<file path="src/rtl/ccff_chain_loader.sv">
// ccff_chain_loader: serialises a word stream, MSB first, onto the
// configuration-chain head of a routing tile. config_enable strobes once per
// valid bit so the chain flops hold during input stalls.
module ccff_chain_loader #(
  parameter int CHAIN_LEN = 27,
  parameter int WORD_W    = 8,
  parameter int CNT_W     = $clog2(CHAIN_LEN + 1)
) (
  input  logic              prog_clk,
  input  logic              pReset,
  input  logic              start,
  input  logic              abort,
  input  logic [WORD_W-1:0] in_data,
  input  logic              in_valid,
  output logic              in_ready,
  output logic              ccff_head,
  output logic              config_enable,
  output logic              busy,
  output logic              done,
  output logic [CNT_W-1:0]  bit_cnt
);

  localparam int WB_W = $clog2(WORD_W + 1);

  typedef enum logic [1:0] {IDLE, LOAD, SHIFT, DONE} state_t;

  state_t            state, state_n;
  logic [WORD_W-1:0] sr, sr_n;
  logic [WB_W-1:0]   wb, wb_n;
  logic [CNT_W-1:0]  cnt_n;
  logic [CNT_W-1:0]  cnt_inc;
  logic [CNT_W-1:0]  fill_base;
  logic [31:0]       remain;
  logic [WB_W-1:0]   wb_fill;
  logic              hs;
  logic              last_bit;
  logic              final_bit;

  assign hs        = in_valid & in_ready;
  assign cnt_inc   = bit_cnt + CNT_W'(1);
  assign last_bit  = (wb == WB_W'(1));
  assign final_bit = ((32'(bit_cnt) + 32'd1) == 32'(CHAIN_LEN));
  assign busy      = (state == LOAD) || (state == SHIFT);
  assign done      = (state == DONE);

  // Bits to take from a freshly accepted word: a full word, or only what the
  // chain still needs, so the tail word's low bits are dropped.
  always_comb begin
    fill_base = (state == SHIFT) ? cnt_inc : bit_cnt;
    remain    = 32'(CHAIN_LEN) - 32'(fill_base);
    wb_fill   = (remain > 32'(WORD_W)) ? WB_W'(WORD_W) : WB_W'(remain);
  end

  // Next-state decode; abort wins over start and over a same-cycle handshake.
  always_comb begin
    state_n = state;
    sr_n    = sr;
    wb_n    = wb;
    cnt_n   = bit_cnt;
    if (abort) begin
      state_n = IDLE;
      sr_n    = '0;
      wb_n    = '0;
      cnt_n   = '0;
    end else begin
      case (state)
        IDLE, DONE: begin
          if (start) begin
            state_n = LOAD;
            cnt_n   = '0;
          end
        end
        LOAD: begin
          if (hs) begin
            sr_n    = in_data;
            wb_n    = wb_fill;
            state_n = SHIFT;
          end
        end
        default: begin
          sr_n  = sr << 1;
          cnt_n = cnt_inc;
          wb_n  = wb - WB_W'(1);
          if (last_bit) begin
            if (final_bit) begin
              state_n = DONE;
            end else if (hs) begin
              // back-to-back word: reload without a bubble
              sr_n = in_data;
              wb_n = wb_fill;
            end else begin
              state_n = LOAD;
            end
          end
        end
      endcase
    end
  end

  // State and registered chain-facing outputs, all derived from next state.
  always_ff @(posedge prog_clk) begin
    if (!pReset) begin
      state         <= IDLE;
      sr            <= '0;
      wb            <= '0;
      bit_cnt       <= '0;
      in_ready      <= 1'b0;
      ccff_head     <= 1'b0;
      config_enable <= 1'b0;
    end else begin
      state         <= state_n;
      sr            <= sr_n;
      wb            <= wb_n;
      bit_cnt       <= cnt_n;
      in_ready      <= (state_n == LOAD) ||
                       ((state_n == SHIFT) && (wb_n == WB_W'(1)) &&
                        ((32'(cnt_n) + 32'd1) != 32'(CHAIN_LEN)));
      config_enable <= (state_n == SHIFT);
      ccff_head     <= (state_n == SHIFT) && sr_n[WORD_W-1];
    end
  end

endmodule

</file>
<file path="config.mk">
export PLATFORM = sky130hd
export DESIGN_NAME = ccff_chain_loader
export DESIGN_NICKNAME = d
export VERILOG_FILES = /design/src/rtl/ccff_chain_loader.sv
export SDC_FILE = /design/constraint.sdc
export NUM_CORES = 1
export LEC_CHECK = 0
export CORE_UTILIZATION = 59
export CTS_BUF_LIST = sky130_fd_sc_hd__clkbuf_16
export DETAILED_ROUTE_END_ITERATION = 8
export PLACE_DENSITY = 0.9
export SYNTH_ARGS = -nofsm -noshare
export SYNTH_HDL_FRONTEND = slang
export SYNTH_SLANG_ARGS = --single-unit
export TNS_END_PERCENT = 1
</file>
<file path="constraint.sdc">
create_clock -name prog_clk -period 5 [get_ports prog_clk]
set_input_delay 0.75 -clock prog_clk [delete_from_list [all_inputs] [get_ports prog_clk]]
set_output_delay 0.75 -clock prog_clk [all_outputs]
set_load 0.01 [all_outputs]
</file>
==> reports/metrics.yaml <==
synth_fp_nets: 232
clkSinkCount: 22
drv_cap: 0
grt_usage_pct: 26.8
synth_area_um2: 1680
gr-total-overflow: 0
area_delta_synth_final_pct: 14.9
clockBufferDepth: 2
drtPass1Iterations: 5
grt_pass1_vias: 1496
synth-seq-cells: 22
ir_drop_mv: 0.261
synth-compound-area-share_pct: 23.8
die_area_um2: 3070
finalSetupTns_ns: 0
synth_area_leader_cell: "dfxtp_1"
syn_inst: 210
start_util_pct: 61.6
num_vias: 1633
dpl.hpwl_um: 2840
leakage_nw: 0.658
final-seq-area_um2: 440
slew_viol_final: 0
fp.dieH_um: 55.4
criticalPathCategory: "flip-flop to flip-flop"
synth_top_family_by_area: "simple AND/OR/NAND/NOR gates"
cts_root_buffer: "clkbuf_16"
critPathLaunchType: "flip-flop"
fin_crit_sh_pct: 70.0
period_minus_slack_ns: 3.50
seq_area_frac_synth_pct: 26.2
synth_enable_flop_cells: 0
synthTopCellsByArea: "dfxtp_1 (26%), ha_1 (6.7%), a221oi_1 (5.2%)"
synthMuxAreaShare_pct: 4.53
synth-adder-area-share_pct: 6.69
wl_um: 4040
antenna_found_initial: 0
wl_per_cell_um: 15.8
drc: 0
clk_pin_slew_ns: 0.06
nFillCells: 217
hold_viol_final: 0
fp.dieW_um: 55.4
fin_nets: 247
worstPathRequired_ns: 5.16
min-delay-path-class: "flip-flop to flip-flop"
final_cells: 255
core_area_um2: 2730
async_flop_share_pct: 0
cts_tree: "built"
path_max_fanout: 27
power_w: 0.000443
rsz0062_at_grt: "no"
multi_input_area_um2: 1090
ant_nets: 0
fmax_ghz: 0.286
end_kind: "flip-flop"
maxSlewHeadroom_pct: 38.6
holdBufCountCts: 0
ios: 23
grt_pass1_wl_um: 6790
whs_ns: 0.461
report.final.setup_viol: 0
clk_latency_ns: 0.26
rows: 19
yosysWarnings: 0
pwr_density_cell_nw_per_um2: 229
worst_pin_slew_ns: 0.921
crit_arrival_ns: 3.66
yosys.area_share.simple_pct: 25.9
netlist-cell-type-count: 55
synthFlopType: "dfxtp_1"
cts_resized: 0
cts_setup_buffers: 0
drt_iter0_drc: 70
gp_congestion: 0.923
cts_made_buffers: 3
cts.htree.levels: 1
dp.cells: 251
synth_top_area_share_pct: 26.2
status: "finished, final reports clean"
grt_max_degree: 28
finClkSkew_ns: 0.00263
syn_avg_cell_area_um2: 8.02
synthXorXnorAreaFrac_pct: 3.64
drive_gt1_share_pct: 9.82
portBuffers: 22
diodes: 0
vias_per_cell: 6.40
-- path summary, 6_finish.rpt --
kind | to | from | cells past startpoint | slack [ns]
worst max-delay path | in_ready$_SDFF_PN0_ | state[0]$_SDFF_PN0_ | 9 | 1.50
worst min-delay path | sr[0]$_SDFFE_PP0P_ | sr[0]$_SDFFE_PP0P_ | 2 | 0.46
worst max register to register | in_ready$_SDFF_PN0_ | state[0]$_SDFF_PN0_ | 9 | 1.50
worst min register to register | sr[0]$_SDFFE_PP0P_ | sr[0]$_SDFFE_PP0P_ | 2 | 0.46
-- cell usage in the layout (no fill, tap or decap), drive strengths merged, types with 3 or more instances in the layout --
cell type | synthesis | layout
a21oi | 17 | 17
a221oi | 10 | 10
a31oi | 3 | 3
and2 | 5 | 5
clkbuf | 6 | 3
clkdlybuf4s50 | 0 | 22
dfxtp | 22 | 22
ha | 9 | 9
inv | 11 | 11
mux2 | 5 | 5
nand2 | 20 | 20
nand3 | 5 | 5
nand4 | 4 | 4
nor2 | 22 | 22
nor2b | 3 | 3
nor3 | 13 | 13
o21ai | 11 | 11
xnor2 | 4 | 4
xor2 | 3 | 3
-- report_power, final --
| group | leakage, nW | switching [W] | internal (W) |
|---|---|---|---|
| combinational | 0.429 | 0.0000202 | 0.0000182 |
| clock | 0.0511 | 0.0000670 | 0.000159 |
| sequential | 0.178 | 0.00000140 | 0.000177 |
| total | 0.658 | 0.0000886 | 0.000355 |
-- synth_stat cells, drive strengths merged, types with 4 or more instances --
cell type / n
a21oi: 17
a221oi: 10
and2: 5
buf: 6
clkbuf: 6
dfxtp: 22
ha: 9
inv: 11
mux2: 5
nand2: 20
nand3: 5
nand4: 4
nor2: 22
nor3: 13
o21ai: 11
xnor2: 4
-- registers in the layout (all words and copies together) (netlist names) --
name,count
in_ready,1
state,2
ccff_head,1
sr,8
bit_cnt,5
wb,4
config_enable,1
-- through the flow --
stage / setup WS, ns / instance area, µm² / util [%]
after floorplan: 2.44 / 1680 / -
after global placement: 1.80 / 1830 / 66.9
after detailed placement: 1.64 / 1830 / 66.9
after CTS: 1.58 / 1930 / 70.8
after global routing: 1.21 / 1930 / 70.8
final: 1.50 / 1930 / 70.8
-- critical path, stage by stage, from the launching register on --
cell,delay (ns)
dfxtp_1,0.34
inv_1,0.11
ha_1,0.78
inv_1,0.43
a21oi_1,0.27
o221ai_1,0.13
a31oi_1,0.19
or3b_1,0.40
or4b_1,0.52
o31ai_1,0.24
-- metal layers --
metal,share of wire [%],track usage [%]
met1,46,35.7
met5,0,0
met3,5.8,4.92
met4,2.0,7.50
met2,47,44.4
-- area by class of cell --
cell class              count  area share [%]
repair buffers             22            11.4
well taps                  31            2.01
clock buffers               3            3.88
clock inverters             1            1.55
inverters                  11            2.13
flip-flops and latches     22            22.8
multi-input cells         165            56.3
-- logic make-up after synthesis --
kind of cell	after synthesis
AOI/OAI and AO/OA	58
xor gates and xnor gates	7
adders and majority gates	9
buffers and inverters	23
DFF	22
muxes	7
and+or+nand+nor	84
No activity file was read; power rests on OpenSTA's default activity.
